===== src/rtl/fpdiv_pkg.sv =====
// ----------------------------------------------------------------------------
// fpdiv_pkg
// Shared types and sizing helpers for the iterative fixed-point divider.
//   - fpdiv_state_e      : control FSM states (IDLE, CALC, DONE)
//   - FPDIV_N / FPDIV_D  : default operand width and fractional bit count
//   - fpdiv_iters()      : number of restoring iterations (n + d)
//   - fpdiv_cnt_width()  : iteration counter width, $clog2(n + d + 1)
// ----------------------------------------------------------------------------
package fpdiv_pkg;

    localparam int FPDIV_N = 32;
    localparam int FPDIV_D = 16;

    typedef enum logic [1:0] {
        IDLE = 2'd0,
        CALC = 2'd1,
        DONE = 2'd2
    } fpdiv_state_e;

    // One quotient bit is produced per iteration over the full (n+d)-bit dividend.
    function automatic int fpdiv_iters(input int n, input int d);
        return n + d;
    endfunction

    function automatic int fpdiv_cnt_width(input int n, input int d);
        return $clog2(n + d + 1);
    endfunction

endpackage


===== src/rtl/fpdiv_if.sv =====
// ----------------------------------------------------------------------------
// fpdiv_if
// val/rdy message interface of the fixed-point divider.
//   recv_val / recv_rdy / recv_msg[2n-1:0] : request  {a dividend, b divisor}
//   send_val / send_rdy / send_msg[n-1:0]  : response (quotient c)
// Modports:
//   master : requester side (drives requests, consumes results)
//   slave  : divider side
// ----------------------------------------------------------------------------
interface fpdiv_if #(
    parameter int n = 32
) ();

    logic             recv_val;
    logic             recv_rdy;
    logic [2*n-1:0]   recv_msg;
    logic             send_val;
    logic             send_rdy;
    logic [n-1:0]     send_msg;

    modport master (
        output recv_val,
        output recv_msg,
        output send_rdy,
        input  recv_rdy,
        input  send_val,
        input  send_msg
    );

    modport slave (
        input  recv_val,
        input  recv_msg,
        input  send_rdy,
        output recv_rdy,
        output send_val,
        output send_msg
    );

endinterface


===== src/rtl/fpdiv_datapath.sv =====
// ----------------------------------------------------------------------------
// fpdiv_datapath
// Restoring-division datapath: dividend shift register (a << d), divisor,
// remainder (n+1 bits) and quotient (n+d bits), one quotient bit per step.
// Optional macro FPDIV_SIGNED_EN: operands are two's complement; magnitudes
// and the result sign are captured at load and the quotient is negated on
// the way out. Divide by zero saturates to max positive / min negative.
// Ports:
//   clk, reset : clock, synchronous active-high reset
//   load       : latch a/b and clear remainder/quotient
//   step       : perform one restoring iteration
//   a, b       : dividend and divisor operands (n bits each)
//   cnt        : iteration counter owned by the controller
//   last_iter  : high while cnt addresses the final iteration
//   quot       : quotient result (n bits)
// ----------------------------------------------------------------------------
module fpdiv_datapath
    import fpdiv_pkg::*;
#(
    parameter int n = FPDIV_N,
    parameter int d = FPDIV_D
) (
    input  logic                              clk,
    input  logic                              reset,
    input  logic                              load,
    input  logic                              step,
    input  logic [n-1:0]                      a,
    input  logic [n-1:0]                      b,
    input  logic [fpdiv_cnt_width(n, d)-1:0]  cnt,
    output logic                              last_iter,
    output logic [n-1:0]                      quot
);

    localparam int W     = fpdiv_iters(n, d);
    localparam int CNT_W = fpdiv_cnt_width(n, d);
    localparam logic [CNT_W-1:0] LAST_CNT = CNT_W'(W - 1);

    logic [W-1:0]  dvd_r;
    logic [n-1:0]  dvs_r;
    logic [n:0]    rem_r;
    logic [W-1:0]  quo_r;

    logic [n:0]    rs_s;
    logic [n:0]    rem_next_s;
    logic          qbit_s;
    logic [n-1:0]  a_load_s;
    logic [n-1:0]  b_load_s;
    logic          unused_bits_s;

`ifdef FPDIV_SIGNED_EN
    logic          sign_r;
    logic          a_neg_r;
    logic          b_zero_r;

    // Operand magnitudes; |-2^(n-1)| wraps to 2^(n-1), which is correct as unsigned.
    always_comb begin
        a_load_s = a;
        b_load_s = b;
        if (a[n-1]) begin
            a_load_s = -a;
        end else begin
            a_load_s = a;
        end
        if (b[n-1]) begin
            b_load_s = -b;
        end else begin
            b_load_s = b;
        end
    end

    // Sign bookkeeping captured together with the operands.
    always_ff @(posedge clk) begin
        if (reset) begin
            sign_r   <= 1'b0;
            a_neg_r  <= 1'b0;
            b_zero_r <= 1'b0;
        end else if (load) begin
            sign_r   <= a[n-1] ^ b[n-1];
            a_neg_r  <= a[n-1];
            b_zero_r <= (b == {n{1'b0}});
        end
    end

    // Signed result: saturate on divide by zero, otherwise apply the sign.
    always_comb begin
        quot = quo_r[n-1:0];
        if (b_zero_r) begin
            if (a_neg_r) begin
                quot = {1'b1, {(n-1){1'b0}}};
            end else begin
                quot = {1'b0, {(n-1){1'b1}}};
            end
        end else if (sign_r) begin
            quot = -quo_r[n-1:0];
        end else begin
            quot = quo_r[n-1:0];
        end
    end
`else
    assign a_load_s = a;
    assign b_load_s = b;
    assign quot     = quo_r[n-1:0];
`endif

    // One restoring step: shift in next dividend bit, subtract divisor if it fits.
    always_comb begin
        rs_s = {rem_r[n-1:0], dvd_r[W-1]};
        if (rs_s >= {1'b0, dvs_r}) begin
            rem_next_s = rs_s - {1'b0, dvs_r};
            qbit_s     = 1'b1;
        end else begin
            rem_next_s = rs_s;
            qbit_s     = 1'b0;
        end
    end

    // Datapath registers: load operands, then iterate under controller strobe.
    always_ff @(posedge clk) begin
        if (reset) begin
            dvd_r <= {W{1'b0}};
            dvs_r <= {n{1'b0}};
            rem_r <= {(n+1){1'b0}};
            quo_r <= {W{1'b0}};
        end else if (load) begin
            dvd_r <= {a_load_s, {d{1'b0}}};
            dvs_r <= b_load_s;
            rem_r <= {(n+1){1'b0}};
            quo_r <= {W{1'b0}};
        end else if (step) begin
            dvd_r <= {dvd_r[W-2:0], 1'b0};
            rem_r <= rem_next_s;
            quo_r <= {quo_r[W-2:0], qbit_s};
        end
    end

    assign last_iter = (cnt == LAST_CNT);

    // Quotient bits above n wrap away; rem_r[n] is always zero after a step.
    assign unused_bits_s = ^{quo_r[W-1:n], rem_r[n]};

endmodule


===== src/rtl/fpdiv_iter.sv =====
// ----------------------------------------------------------------------------
// fpdiv_iter
// Iterative fixed-point divider, c = (a << d) / b, restoring algorithm with
// one quotient bit per cycle (n + d iterations). Qn.d format, truncating,
// quotient wraps to n bits, b == 0 gives all ones (unsigned build).
// Optional macro FPDIV_SIGNED_EN: two's complement operands (see datapath).
// Ports:
//   clk    : clock
//   reset  : synchronous, active-high reset (aborts any operation)
//   io     : fpdiv_if.slave  -- recv_val/recv_rdy/recv_msg {a,b},
//                               send_val/send_rdy/send_msg c
// Control: IDLE -(recv_val)-> CALC -(final iteration)-> DONE -(send_rdy)-> IDLE
// ----------------------------------------------------------------------------
module fpdiv_iter
    import fpdiv_pkg::*;
#(
    parameter int n = FPDIV_N,
    parameter int d = FPDIV_D
) (
    input  logic    clk,
    input  logic    reset,
    fpdiv_if.slave  io
);

    localparam int CNT_W = fpdiv_cnt_width(n, d);
    localparam logic [CNT_W-1:0] CNT_ONE = {{(CNT_W-1){1'b0}}, 1'b1};

    fpdiv_state_e      state_r;
    logic [CNT_W-1:0]  cnt_r;
    logic              recv_rdy_r;
    logic              send_val_r;
    logic              accept_s;
    logic              step_s;
    logic              last_iter_s;
    logic [n-1:0]      quot_s;

    assign accept_s = (state_r == IDLE) && io.recv_val;
    assign step_s   = (state_r == CALC);

    fpdiv_datapath #(
        .n (n),
        .d (d)
    ) u_dp (
        .clk       (clk),
        .reset     (reset),
        .load      (accept_s),
        .step      (step_s),
        .a         (io.recv_msg[2*n-1:n]),
        .b         (io.recv_msg[n-1:0]),
        .cnt       (cnt_r),
        .last_iter (last_iter_s),
        .quot      (quot_s)
    );

    // Control FSM, iteration counter and registered handshake outputs.
    always_ff @(posedge clk) begin
        if (reset) begin
            state_r    <= IDLE;
            cnt_r      <= {CNT_W{1'b0}};
            recv_rdy_r <= 1'b1;
            send_val_r <= 1'b0;
        end else begin
            case (state_r)
                IDLE: begin
                    if (io.recv_val) begin
                        state_r    <= CALC;
                        cnt_r      <= {CNT_W{1'b0}};
                        recv_rdy_r <= 1'b0;
                    end
                end
                CALC: begin
                    cnt_r <= cnt_r + CNT_ONE;
                    if (last_iter_s) begin
                        state_r    <= DONE;
                        send_val_r <= 1'b1;
                    end
                end
                DONE: begin
                    // recv_rdy stays low here, so no request is taken on the transfer cycle.
                    if (io.send_rdy) begin
                        state_r    <= IDLE;
                        send_val_r <= 1'b0;
                        recv_rdy_r <= 1'b1;
                    end
                end
                default: begin
                    state_r    <= IDLE;
                    cnt_r      <= {CNT_W{1'b0}};
                    recv_rdy_r <= 1'b1;
                    send_val_r <= 1'b0;
                end
            endcase
        end
    end

    assign io.recv_rdy = recv_rdy_r;
    assign io.send_val = send_val_r;
    assign io.send_msg = quot_s;

endmodule

===== src/flat_wrapper.sv =====
// flat-port wrapper written by rule: the top's interface ports become plain ports
module fpdiv_iter_flat import fpdiv_pkg::*;
#(
    parameter int n = FPDIV_N,
    parameter int d = FPDIV_D
)
  (clk, reset, io_recv_val, io_recv_msg, io_send_rdy, io_recv_rdy, io_send_val, io_send_msg);
  fpdiv_if #(.n(n)) io_i ();
  input  logic clk;
  input  logic reset;
  input wire logic [$bits(io_i.recv_val)-1:0] io_recv_val;
  input wire logic [$bits(io_i.recv_msg)-1:0] io_recv_msg;
  input wire logic [$bits(io_i.send_rdy)-1:0] io_send_rdy;
  output wire logic [$bits(io_i.recv_rdy)-1:0] io_recv_rdy;
  output wire logic [$bits(io_i.send_val)-1:0] io_send_val;
  output wire logic [$bits(io_i.send_msg)-1:0] io_send_msg;
  assign io_i.recv_val = io_recv_val;
  assign io_i.recv_msg = io_recv_msg;
  assign io_i.send_rdy = io_send_rdy;
  assign io_recv_rdy = io_i.recv_rdy;
  assign io_send_val = io_i.send_val;
  assign io_send_msg = io_i.send_msg;
  fpdiv_iter #(.n(n), .d(d)) u_core (.clk(clk), .reset(reset), .io(io_i));
endmodule

===== config.mk =====
export PLATFORM = sky130hd
export DESIGN_NAME = fpdiv_iter_flat
export DESIGN_NICKNAME = d
export VERILOG_FILES = /design/src/rtl/fpdiv_pkg.sv /design/src/rtl/fpdiv_if.sv /design/src/rtl/fpdiv_datapath.sv /design/src/rtl/fpdiv_iter.sv /design/src/flat_wrapper.sv
export SDC_FILE = /design/constraint.sdc
export NUM_CORES = 1
export LEC_CHECK = 0
export ABC_AREA = 1
export CORE_UTILIZATION = 35
export DETAILED_ROUTE_END_ITERATION = 6
export GPL_ROUTABILITY_DRIVEN = 0
export PLACE_DENSITY_LB_ADDON = 0.08
export SYNTH_ARGS = -nofsm -noshare
export SYNTH_HDL_FRONTEND = slang
export SYNTH_SLANG_ARGS = --single-unit
export TNS_END_PERCENT = 100

===== constraint.sdc =====
create_clock -name clk -period 3.24 [get_ports clk]
set_input_delay 0.486 -clock clk [delete_from_list [all_inputs] [get_ports clk]]
set_output_delay 0.486 -clock clk [all_outputs]
set_load 0.02 [all_outputs]

==> run_results.csv, run 1 <==
group,metric,value,unit
clock_tree,numClockSinks,138,
floorplan,io_pins,102,
grt,grt_antenna_before_repair,0,
final_layout,multiInputGateArea,4329,um2
synthesis,synth_area_per_cell,6.360,um2
power,cell_internal_pwr,0.003201,W
clock_tree,cts_hold_repair.buffers,0,
detailed_routing,viasPerCell,4.672,
hold_path,holdCritStartpoint,"u_core.u_dp.dvs_r[22]",
floorplan,floorplan.initialDensity,35.53,%
place,detailedPlacementHpwl,15580,um
grt,pin_count_of_the_biggest_net_entering_global_routing,65,
detailed_routing,detail_route.wirelength,21840,um
grt,grt_first_pass_wirelength,36910,um
critical_path,cp-end-kind,"register",
synthesis,synth.ff_latch_count,138,
power,switchingPower,0.001523,W
hold_path,class_of_the_most_critical_hold_timing_path,"register to register",
critical_path,critPathTopFamily,"simple AND/OR/NAND/NOR gates",
final_layout,nFillCells,2415,
clock_tree,cts.repair_timing.setup_buffer_count,0,
detailed_routing,drt_first_iter_violations,398,
power,peakVddDrop,0.2892,mV
power,power.combinational.fraction,19.6,%
synthesis,synthCells,1261,
final_layout,mostFrequentLayoutCell,"sky130_fd_sc_hd__nand2_1",
detailed_routing,detailroute.via_count,7667,
clock_tree,insertion_delay,440,ps
sta,hold_slack,464.9,ps
sta,fin_crit_sh,75.95,%
critical_path,crit_fanout,14,
synthesis,synth_seq_area_share,34.45,%
power,clock_power_share,42.0,%
floorplan,placement_rows,55,
floorplan,fp.dieW,153.4,um
floorplan,die_area,23520,um2
clock_tree,cts.root.buffer_cell,"sky130_fd_sc_hd__clkbuf_16",
synthesis,yosysUniqueCellTypes,34,
grt,first_global_vias,7326,
critical_path,worst_r2r_startpoint,"u_core.u_dp.dvs_r[8]",
flow_run,maxCapViolations,0,
detailed_routing,drt_first_pass_iters,6,
final_layout,layout.cells.most_common_list,"sky130_fd_sc_hd__nand2_1 (454), sky130_fd_sc_hd__inv_1 (186), sky130_fd_sc_hd__dfxtp_1 (138)",
detailed_routing,wl_per_cell,13.31,um
final_layout,number_of_diodes,0,
sta,finalCriticalPeriod,2461,ps
sta,slew_headroom,56.20,%
synthesis,ys.warnings.count,0,
critical_path,path_class,"register to register",
sta,final_hold_viol_count,0,
power,pwr_density_cell,476.1,nW/um2
critical_path,data_arrival_at_the_endpoint_of_the_critical_path,2780,ps
synthesis,synth.top_cell.area_share,34.45,%
sta,rsz_0062_raised_after_global_routing,"no",
sta,report.final.slew_viol_count,0,
synthesis,netlist_area,8020,um2
synthesis,yosys.area.top_type,"sky130_fd_sc_hd__dfxtp_1",
critical_path,worst-path-buf-inv,3,
outcome,outcome,"finished clean",
sta,max_freq,406.4,MHz
final_layout,seqCellArea,2763,um2
clock_tree,tritoncts,"done",
floorplan,fp.coreArea,22570,um2
detailed_routing,remaining_design_rule_violation_count,0,
critical_path,required_time_worst_endpoint,3560,ps
critical_path,critPathMostFrequentCell,"sky130_fd_sc_hd__nand2_1",
clock_tree,cts_resized,0,
clock_tree,cts_made_buffers,17,
sta,setup_violations_final,0,
critical_path,crit_startpoint,"u_core.u_dp.dvs_r[8]",
clock_tree,cts-htree-levels,4,
critical_path,worstSetupStartpointType,"register",
synthesis,synthesis.nets,1363,
detailed_routing,ant_nets,0,
critical_path,timing.critical_path.cells,"inv_1 > ha_1 > nand2_1 > nand2_1 > inv_1 > nand2_1 > inv_1 > nand3_2 > nand2_2 > nand2_4 > nand2_4 > nand2_1 > nand2_1 > nor2_1 > nor2_1 > nor2_1",
grt,grt_ovf,0,
sta,worst_slew_pin_slew,656.2,ps
synthesis,synth.top_cells.by_area,"sky130_fd_sc_hd__dfxtp_1 (34%), sky130_fd_sc_hd__nand2_1 (21%), sky130_fd_sc_hd__inv_1 (8.8%)",
final_layout,design.final.nets,1445,
final_layout,syn_to_final_growth,23.73,%
clock_tree,clock_slew_at_the_register_clock_pins_of_the_worst_setup_and_hold_paths,60,ps
critical_path,critical_path.slowest_cell,"sky130_fd_sc_hd__ha_1",
power,power_switching_share,32.25,%
floorplan,dieHeight,153.4,um
critical_path,critical-path-max-stage-delay,360,ps
power,static-leakage-power,4.585,nW
place,io_buffer_count,101,
sta,skew,10.19,ps
power,share_seq_of_total_power,38.4,%
clock_tree,clock_tree.buffer_depth,2,
sta,fin_tns_setup,0,ps
final_layout,layout-drive-gt1-share,6.932,%
grt,total_routing_usage_gr,19.43,%
cell type report:
type	instances	area share, %
multi-input cells	879	43.63
flip-flops and latches	138	27.84
repair buffers	116	11.70
inverters	191	7.225
clock buffers	18	4.426
well taps	285	3.593
clock inverters	14	1.589
worst min-delay path: cells and delay by family (launching register included):
kind	cells	cell delay (ps)
buf+inv	1	70
compound gates	1	60
flops	1	300
per-layer routing:
metal  share of wire [%]  track usage, %  up-vias  routed length [um]
met3                 3.8           4.423       14                 837
met1                  50           25.71     3413               10810
met4                 1.1           4.619        0                 249
li1                    -               -     4128                   -
met2                  46           31.94      112                9939
met5                   0               0        -                   0
registers in the layout, indices dropped and copies added (netlist names):
register / count
u_core.cnt_r: 6
u_core.io.recv_rdy: 1
u_core.io.send_val: 1
u_core.state_r: 2
u_core.u_dp.dvd_r: 32
u_core.u_dp.dvs_r: 32
u_core.u_dp.quo_r: 32
u_core.u_dp.rem_r: 32
metrics by stage:
step / setup WS, ps / util, % / power (W) / cell area, um2 / instances
after floorplan: 1333 / - / 0.002488 / 8020 / 1261
after global placement: 811.2 / 41.32 / 0.002785 / 9326 / 1609
after detailed placement: 795.6 / 41.32 / 0.002783 / 9326 / 1609
after CTS: 771.8 / 43.96 / 0.004788 / 9923 / 1641
after global routing: 562.7 / 43.96 / 0.004995 / 9923 / 1641
final: 779.1 / 43.96 / 0.004724 / 9923 / 1641
power by group through the flow:
stage	combinational (W)	sequential, W	clock, W
CTS	0.000938	0.00181	0.00204
global route	0.00105	0.00182	0.00212
finish	0.000927	0.00181	0.00198
global placement	0.000932	0.00185	0
floorplan	0.000642	0.00185	0
detailed placement	0.000932	0.00185	0
logic make-up (layout without fill, tap and decap cells):
kind of cell / after synthesis / after routing / share of synthesized area [%]
xor+xnor: 22 / 22 / 2.403
compound gates: 181 / 181 / 12.40
buf+inv: 244 / 339 / 11.73
fa+ha+maj: 34 / 34 / 5.398
flops: 138 / 138 / 34.45
simple gates: 642 / 642 / 33.62
synth_stat cells:
| cell type | n |
|---|---|
| sky130_fd_sc_hd__nand3_2 | 1 |
| sky130_fd_sc_hd__a311oi_1 | 1 |
| sky130_fd_sc_hd__nand2_2 | 25 |
| sky130_fd_sc_hd__o21ai_1 | 1 |
| sky130_fd_sc_hd__nand2_4 | 2 |
| sky130_fd_sc_hd__nand3_1 | 50 |
| sky130_fd_sc_hd__buf_6 | 2 |
| sky130_fd_sc_hd__dfxtp_1 | 138 |
| sky130_fd_sc_hd__o211ai_1 | 1 |
| sky130_fd_sc_hd__nor2_2 | 3 |
| sky130_fd_sc_hd__o21bai_1 | 2 |
| sky130_fd_sc_hd__nor3_2 | 2 |
| sky130_fd_sc_hd__inv_1 | 187 |
| sky130_fd_sc_hd__nor2_1 | 59 |
| sky130_fd_sc_hd__xnor2_1 | 3 |
| sky130_fd_sc_hd__nand2_1 | 455 |
| sky130_fd_sc_hd__clkinv_1 | 2 |
| sky130_fd_sc_hd__xor2_1 | 19 |
| sky130_fd_sc_hd__nor2_4 | 3 |
| sky130_fd_sc_hd__ha_1 | 33 |
| sky130_fd_sc_hd__o21ai_0 | 40 |
| sky130_fd_sc_hd__clkbuf_1 | 43 |
| sky130_fd_sc_hd__nor3_1 | 8 |
| sky130_fd_sc_hd__nand3b_1 | 2 |
| sky130_fd_sc_hd__buf_2 | 8 |
| sky130_fd_sc_hd__fa_1 | 1 |
| sky130_fd_sc_hd__inv_2 | 2 |
| sky130_fd_sc_hd__a21oi_2 | 4 |
| sky130_fd_sc_hd__a21oi_4 | 1 |
| sky130_fd_sc_hd__a31oi_1 | 31 |
| sky130_fd_sc_hd__a221oi_1 | 2 |
| sky130_fd_sc_hd__nand4_1 | 32 |
| sky130_fd_sc_hd__o21a_1 | 2 |
| sky130_fd_sc_hd__a21oi_1 | 96 |
worst paths after layout:
path	end	slack [ps]	depth (start not counted)
setup / recovery	u_core.u_dp.rem_r[17]	780	16
hold reg to reg	u_core.u_dp.dvs_r[22]	460	2
hold / removal	u_core.u_dp.dvs_r[22]	460	2
setup reg to reg	u_core.u_dp.rem_r[17]	780	16
(Power assumes the default switching activity.)
==> run 2, diff against run 1 <==
==> constraint.sdc (replaced) <==
create_clock -name clk -period 2.45 [get_ports clk]
set_input_delay 0.3675 -clock clk [delete_from_list [all_inputs] [get_ports clk]]
set_output_delay 0.3675 -clock clk [all_outputs]
set_load 0.02 [all_outputs]
==> run 2 against run 1 <==
  * Register-to-register slack got worse by 590 ps
  * First-iteration DRC count rose by 5.8%
  * Non-clock buffer count grew 8
  * Worst hold slack got worse by 4.1 ps
  * Sequential share of layout area shrank 0.49 points
  * Final cell count grew 0.49%
  * Critical path depth decreased by 3
  * Combinational power increased by 37%
  * Via count is 1.5% higher
  * Clock skew increased by 2.8 ps
  * Clock power grew 34%
==> run_results.csv, run 2 (same netlist as run 1, synthesis figures left out) <==
group,metric,value,unit
clock_tree,cts_resized,0,
final_layout,design.final.nets,1453,
sta,hold_slack,460.8,ps
sta,worst_slew_pin_slew,549.2,ps
final_layout,syn_to_final_growth,26.01,%
sta,max_freq,441.7,MHz
sta,fin_crit_sh,92.41,%
clock_tree,cts.repair_timing.setup_buffer_count,0,
power,static-leakage-power,4.652,nW
place,placed_cell_count,1617,
sta,rsz_0062_raised_after_global_routing,"yes",
detailed_routing,ant_nets,0,
flow_run,maxCapViolations,0,
detailed_routing,remaining_design_rule_violation_count,0,
detailed_routing,detail_route.wirelength,22140,um
critical_path,worstSetupStartpointType,"register",
clock_tree,cts-htree-levels,4,
power,pwr_density_cell,626.5,nW/um2
grt,pin_count_of_the_biggest_net_entering_global_routing,54,
detailed_routing,drt_first_pass_iters,5,
grt,first_global_vias,7485,
floorplan,floorplan.initialDensity,35.53,%
floorplan,die_area,23520,um2
clock_tree,tritoncts,"done",
final_layout,layout.cells.most_common_list,"sky130_fd_sc_hd__nand2_1 (453), sky130_fd_sc_hd__inv_1 (186), sky130_fd_sc_hd__dfxtp_1 (137)",
floorplan,fp.dieW,153.4,um
clock_tree,insertion_delay,430,ps
clock_tree,clock_tree.buffer_depth,2,
outcome,outcome,"finished clean",
place,detailedPlacementHpwl,15940,um
floorplan,fp.coreArea,22570,um2
detailed_routing,wl_per_cell,13.43,um
place,io_buffer_count,101,
critical_path,cp-end-kind,"register",
critical_path,required_time_worst_endpoint,2820,ps
grt,total_routing_usage_gr,19.72,%
grt,grt_antenna_before_repair,0,
final_layout,layout-drive-gt1-share,8.578,%
critical_path,crit_fanout,3,
floorplan,io_pins,102,
clock_tree,cts_hold_repair.buffers,0,
detailed_routing,drt_first_iter_violations,421,
final_layout,nFillCells,2495,
grt,grt_first_pass_wirelength,37250,um
floorplan,dieHeight,153.4,um
sta,finalCriticalPeriod,2264,ps
final_layout,number_of_diodes,0,
floorplan,placement_rows,55,
power,peakVddDrop,0.3407,mV
sta,setup_violations_final,0,
critical_path,critPathMostFrequentCell,"sky130_fd_sc_hd__nand2_1",
sta,report.final.slew_viol_count,0,
grt,grt_ovf,0,
clock_tree,cts_made_buffers,17,
clock_tree,numClockSinks,138,
critical_path,timing.critical_path.cells,"inv_1 > ha_1 > fa_1 > inv_1 > nand2_1 > nand3_1 > nand2_1 > nand2_1 > nand2_1 > nand2_1 > xor2_1 > nand2_2 > a21oi_2",
detailed_routing,detailroute.via_count,7784,
clock_tree,clock_slew_at_the_register_clock_pins_of_the_worst_setup_and_hold_paths,70,ps
critical_path,critPathTopFamily,"simple AND/OR/NAND/NOR gates",
sta,slew_headroom,63.39,%
critical_path,critical-path-max-stage-delay,420,ps
clock_tree,cts.root.buffer_cell,"sky130_fd_sc_hd__clkbuf_16",
critical_path,path_class,"register to register",
sta,final_hold_viol_count,0,
critical_path,data_arrival_at_the_endpoint_of_the_critical_path,2630,ps
sta,skew,12.95,ps
final_layout,mostFrequentLayoutCell,"sky130_fd_sc_hd__nand2_1",
final_layout,final_standard_cell_count_with_taps_included_and_fillers_excluded,1649,
critical_path,worst-path-buf-inv,2,
hold_path,class_of_the_most_critical_hold_timing_path,"register to register",
detailed_routing,viasPerCell,4.720,
critical_path,critical_path.slowest_cell,"sky130_fd_sc_hd__fa_1",
run 2: cell count changes in the layout (fill, tap and decap cells not counted), sizes merged:
cell,previous run,this run
clkinv,8,6
inv,195,199
buf,15,23
clkinvlp,1,0
clkbuf,18,17
run 2: final cells by class:
type                            count  area, um2  area share (%)
Inverter                          191      716.9           7.094
Tap cell                          285      356.6           3.529
Clock inverter                     15      171.4           1.696
Clock buffer                       17      425.4           4.210
Sequential cell                   138       2764           27.35
Multi-Input combinational cell    879       4434           43.88
Timing Repair Buffer              124       1237           12.24
run 2: worst paths after layout:
kind                               from  depth (start not counted)               endpoint  slack [ps]
setup / recovery  u_core.u_dp.dvd_r[47]                         13  u_core.u_dp.rem_r[22]         190
hold / removal    u_core.u_dp.dvs_r[22]                          2  u_core.u_dp.dvs_r[22]         460
hold reg to reg   u_core.u_dp.dvs_r[22]                          2  u_core.u_dp.dvs_r[22]         460
setup reg to reg  u_core.u_dp.dvd_r[47]                         13  u_core.u_dp.rem_r[22]         190
run 2: worst register-to-register path: stages (launching register included):
cell and delay [ps]:
sky130_fd_sc_hd__dfxtp_2 360, sky130_fd_sc_hd__inv_1 50, sky130_fd_sc_hd__ha_1 210, sky130_fd_sc_hd__fa_1 420, sky130_fd_sc_hd__inv_1 120, sky130_fd_sc_hd__nand2_1 60
sky130_fd_sc_hd__nand3_1 110, sky130_fd_sc_hd__nand2_1 90, sky130_fd_sc_hd__nand2_1 190, sky130_fd_sc_hd__nand2_1 80, sky130_fd_sc_hd__nand2_1 90, sky130_fd_sc_hd__xor2_1 220
sky130_fd_sc_hd__nand2_2 80, sky130_fd_sc_hd__a21oi_2 120
run 2: layer usage:
metal | vias up | track usage, % | wire length (um)
met3 | 20 | 3.601 | 925
met4 | 0 | 6.095 | 269
li1 | 4143 | - | -
met2 | 148 | 32.59 | 10030
met5 | - | 0 | 0
met1 | 3473 | 25.99 | 10920
run 2: power by group:
group	internal (W)	total (W)	switching (W)
clock network	0.00146	0.00266	0.00120
logic	0.000440	0.00127	0.000830
registers	0.00235	0.00240	0.0000450
total	0.00425	0.00633	0.00208
run 2: through the flow:
stage / cell area [um2] / setup TNS, ps / util, % / worst slack (ps) / total power [W]
floorplan: 8020 / 0 / - / 542.8 / 0.003290
global placement: 9399 / 0 / 41.64 / 63.68 / 0.003712
detailed placement: 9399 / 0 / 41.64 / 80.69 / 0.003709
CTS: 9996 / 0 / 44.28 / 50.36 / 0.006398
global route: 10110 / -8.100 / 44.77 / -8.047 / 0.006673
finish: 10110 / 0 / 44.77 / 186.0 / 0.006332
==> run 3, diff against run 2 <==
--- a/config.mk
+++ b/config.mk
@@ -10,6 +10,8 @@
 export DETAILED_ROUTE_END_ITERATION = 6
 export GPL_ROUTABILITY_DRIVEN = 0
 export PLACE_DENSITY_LB_ADDON = 0.08
+export SKIP_CTS_REPAIR_TIMING = 1
+export SKIP_LAST_GASP = 1
 export SYNTH_ARGS = -nofsm -noshare
 export SYNTH_HDL_FRONTEND = slang
 export SYNTH_SLANG_ARGS = --single-unit
==> constraint.sdc (replaced) <==
create_clock -name clk -period 2.7 [get_ports clk]
set_input_delay 0.405 -clock clk [delete_from_list [all_inputs] [get_ports clk]]
set_output_delay 0.405 -clock clk [all_outputs]
set_load 0.02 [all_outputs]
==> run 3 against run 2 <==
  * Register-to-register slack improved by 170 ps
  * Count of clock-buffer cells in the layout rose by 1
  * Clock power is 11% lower
  * First-iteration DRC count decreased by 2.1%
  * Sequential cell count did not move
  * Fmax is 3.6% lower
  * Design area is 1.7% lower
  * Setup slack improved by 170 ps
  * Combinational power is 13% lower
  * Global-route usage shrank 0.25 points
  * Critical endpoint is now u_core.u_dp.rem_r[24]
  * Sequential power fell by 9.2%
  * Non-clock buffer count down 3
==> run_results.csv, run 3 (same netlist as run 1, synthesis figures left out) <==
group,metric,value,unit
outcome,outcome,"finished clean",
critical_path,data_arrival_at_the_endpoint_of_the_critical_path,2710,ps
final_layout,design.final.nets,1450,
sta,finalCriticalPeriod,2347,ps
clock_tree,cts.root.buffer_cell,"sky130_fd_sc_hd__clkbuf_16",
power,switchingPower,0.001832,W
detailed_routing,detailroute.via_count,7720,
place,detailedPlacementHpwl,16070,um
critical_path,critical-path-max-stage-delay,410,ps
critical_path,critical_path.slowest_cell,"sky130_fd_sc_hd__fa_1",
critical_path,path_class,"register to register",
sta,fin_crit_sh,86.94,%
power,static-leakage-power,4.593,nW
sta,final_hold_viol_count,0,
critical_path,worst-r2r-setup-slack,350,ps
detailed_routing,drt_first_pass_iters,7,
clock_tree,numClockSinks,138,
power,design_power_total,0.005673,W
critical_path,crit_fanout,3,
critical_path,timing.critical_path.cells,"inv_1 > ha_1 > fa_1 > inv_1 > nand2_1 > nand3_1 > nand2_1 > nand2_1 > nand2_1 > nand3_1 > xor2_1 > nand2_2 > a21oi_2",
clock_tree,clock_slew_at_the_register_clock_pins_of_the_worst_setup_and_hold_paths,60,ps
place,detailed_place.area,9339,um2
clock_tree,clock_tree.buffer_depth,2,
grt,pin_count_of_the_biggest_net_entering_global_routing,43,
final_layout,layout-drive-gt1-share,7.274,%
grt,total_routing_usage_gr,19.47,%
critical_path,critPathTopFamily,"simple AND/OR/NAND/NOR gates",
floorplan,io_pins,102,
final_layout,multiInputGateArea,4329,um2
floorplan,fp.coreArea,22570,um2
floorplan,dieHeight,153.4,um
sta,max_freq,426.0,MHz
grt,grt_antenna_before_repair,0,
detailed_routing,wl_per_cell,13.50,um
grt,grt_first_pass_wirelength,36670,um
floorplan,die_area,23520,um2
power,pwr_density_cell,571.3,nW/um2
grt,grt_ovf,0,
floorplan,floorplan.initialDensity,35.53,%
flow_run,maxCapViolations,0,
power,share_seq_of_total_power,38.4,%
critical_path,worstSetupStartpointType,"register",
grt,first_global_vias,7273,
clock_tree,insertion_delay,430,ps
power,power_switching_share,32.29,%
sta,worst_slew_pin_slew,499.8,ps
critical_path,required_time_worst_endpoint,3060,ps
sta,report.final.slew_viol_count,0,
detailed_routing,remaining_design_rule_violation_count,0,
clock_tree,tritoncts,"done",
sta,rsz_0062_raised_after_global_routing,"no",
hold_path,class_of_the_most_critical_hold_timing_path,"register to register",
critical_path,worst-path-buf-inv,2,
power,peakVddDrop,0.3697,mV
final_layout,mostFrequentLayoutCell,"sky130_fd_sc_hd__nand2_1",
sta,skew,9.644,ps
critical_path,critPathMostFrequentCell,"sky130_fd_sc_hd__nand2_1",
final_layout,number_of_diodes,0,
power,clock_power_share,42.0,%
clock_tree,cts_made_buffers,17,
detailed_routing,ant_nets,0,
clock_tree,cts-htree-levels,4,
detailed_routing,viasPerCell,4.690,
critical_path,cp-end-kind,"register",
final_layout,seqCellArea,2763,um2
sta,fin_tns_setup,0,ps
power,cell_internal_pwr,0.003841,W
final_layout,syn_to_final_growth,23.81,%
floorplan,placement_rows,55,
final_layout,nFillCells,2442,
sta,slew_headroom,66.68,%
critical_path,r2r.worst_path.cells,13,
critical_path,cp_num_cells,13,
sta,setup_violations_final,0,
final_layout,layout.cells.most_common_list,"sky130_fd_sc_hd__nand2_1 (454), sky130_fd_sc_hd__inv_1 (186), sky130_fd_sc_hd__dfxtp_1 (138)",
hold_path,depth_of_the_worst_hold_timing_path,2,
detailed_routing,detail_route.wirelength,22230,um
final_layout,final_non_filler_cell_area,9930,um2
detailed_routing,drt_first_iter_violations,412,
floorplan,fp.dieW,153.4,um
power,power.combinational.fraction,19.7,%
place,io_buffer_count,101,
-- run 3: cell count changes in the layout (fill, tap and decap cells not counted), sizes merged --
cell	previous run	this run
buf	23	20
clkbuf	17	18
clkinv	6	5
clkinvlp	0	2
inv	199	197
-- run 3: final timing paths --
| path | from | endpoint |
|---|---|---|
| worst max-delay path | u_core.u_dp.dvd_r[47] | u_core.u_dp.rem_r[24] |
| worst min-delay path | u_core.u_dp.dvs_r[7] | u_core.u_dp.dvs_r[7] |
| worst max register to register | u_core.u_dp.dvd_r[47] | u_core.u_dp.rem_r[24] |
| worst min register to register | u_core.u_dp.dvs_r[7] | u_core.u_dp.dvs_r[7] |
-- run 3: layer usage --
| metal | share of wire, % | up-vias | GRT usage, % | routed length, um |
|---|---|---|---|---|
| met4 | 1.1 | 0 | 4.905 | 240 |
| met1 | 48 | 3424 | 25.01 | 10720 |
| met2 | 46 | 143 | 32.96 | 10310 |
| li1 | - | 4135 | - | - |
| met3 | 4.3 | 18 | 4.225 | 958 |
| met5 | 0 | - | 0 | 0 |
-- run 3: cell type report --
cell class,count,share of cell area (%)
multi-input combinational,879,43.60
sequential,138,27.82
timing repair buffer,121,11.82
inverter,191,7.220
clock buffer,18,4.423
tap,285,3.591
clock inverter,14,1.525
-- run 3: worst register-to-register path, stage by stage, from the launching register on --
cell                      delay (ps)
sky130_fd_sc_hd__dfxtp_1         370
sky130_fd_sc_hd__inv_1            60
sky130_fd_sc_hd__ha_1            220
sky130_fd_sc_hd__fa_1            410
sky130_fd_sc_hd__inv_1           120
sky130_fd_sc_hd__nand2_1          60
sky130_fd_sc_hd__nand3_1         150
sky130_fd_sc_hd__nand2_1          70
sky130_fd_sc_hd__nand2_1         170
sky130_fd_sc_hd__nand2_1          80
sky130_fd_sc_hd__nand3_1         160
sky130_fd_sc_hd__xor2_1          230
sky130_fd_sc_hd__nand2_2          70
sky130_fd_sc_hd__a21oi_2         130
-- run 3: per-stage QoR --
step / utilization [%] / instances / hold slack [ps] / worst slack (ps)
final: 43.99 / 1646 / 461.3 / 352.5
after global routing: 43.99 / 1646 / 480.5 / 108.5
after CTS: 43.99 / 1646 / 467.1 / 315.8
after detailed placement: 41.37 / 1614 / 458.4 / 335.7
after global placement: 41.37 / 1614 / 446.4 / 332.5
after floorplan: - / 1261 / 435.1 / 792.8
-- run 3: power groups by stage --
stage | logic, W | registers, W | clock network (W)
floorplan | 0.000770 | 0.00221 | 0
global placement | 0.00113 | 0.00222 | 0
detailed placement | 0.00112 | 0.00222 | 0
CTS | 0.00113 | 0.00218 | 0.00246
global route | 0.00126 | 0.00219 | 0.00255
finish | 0.00111 | 0.00218 | 0.00238
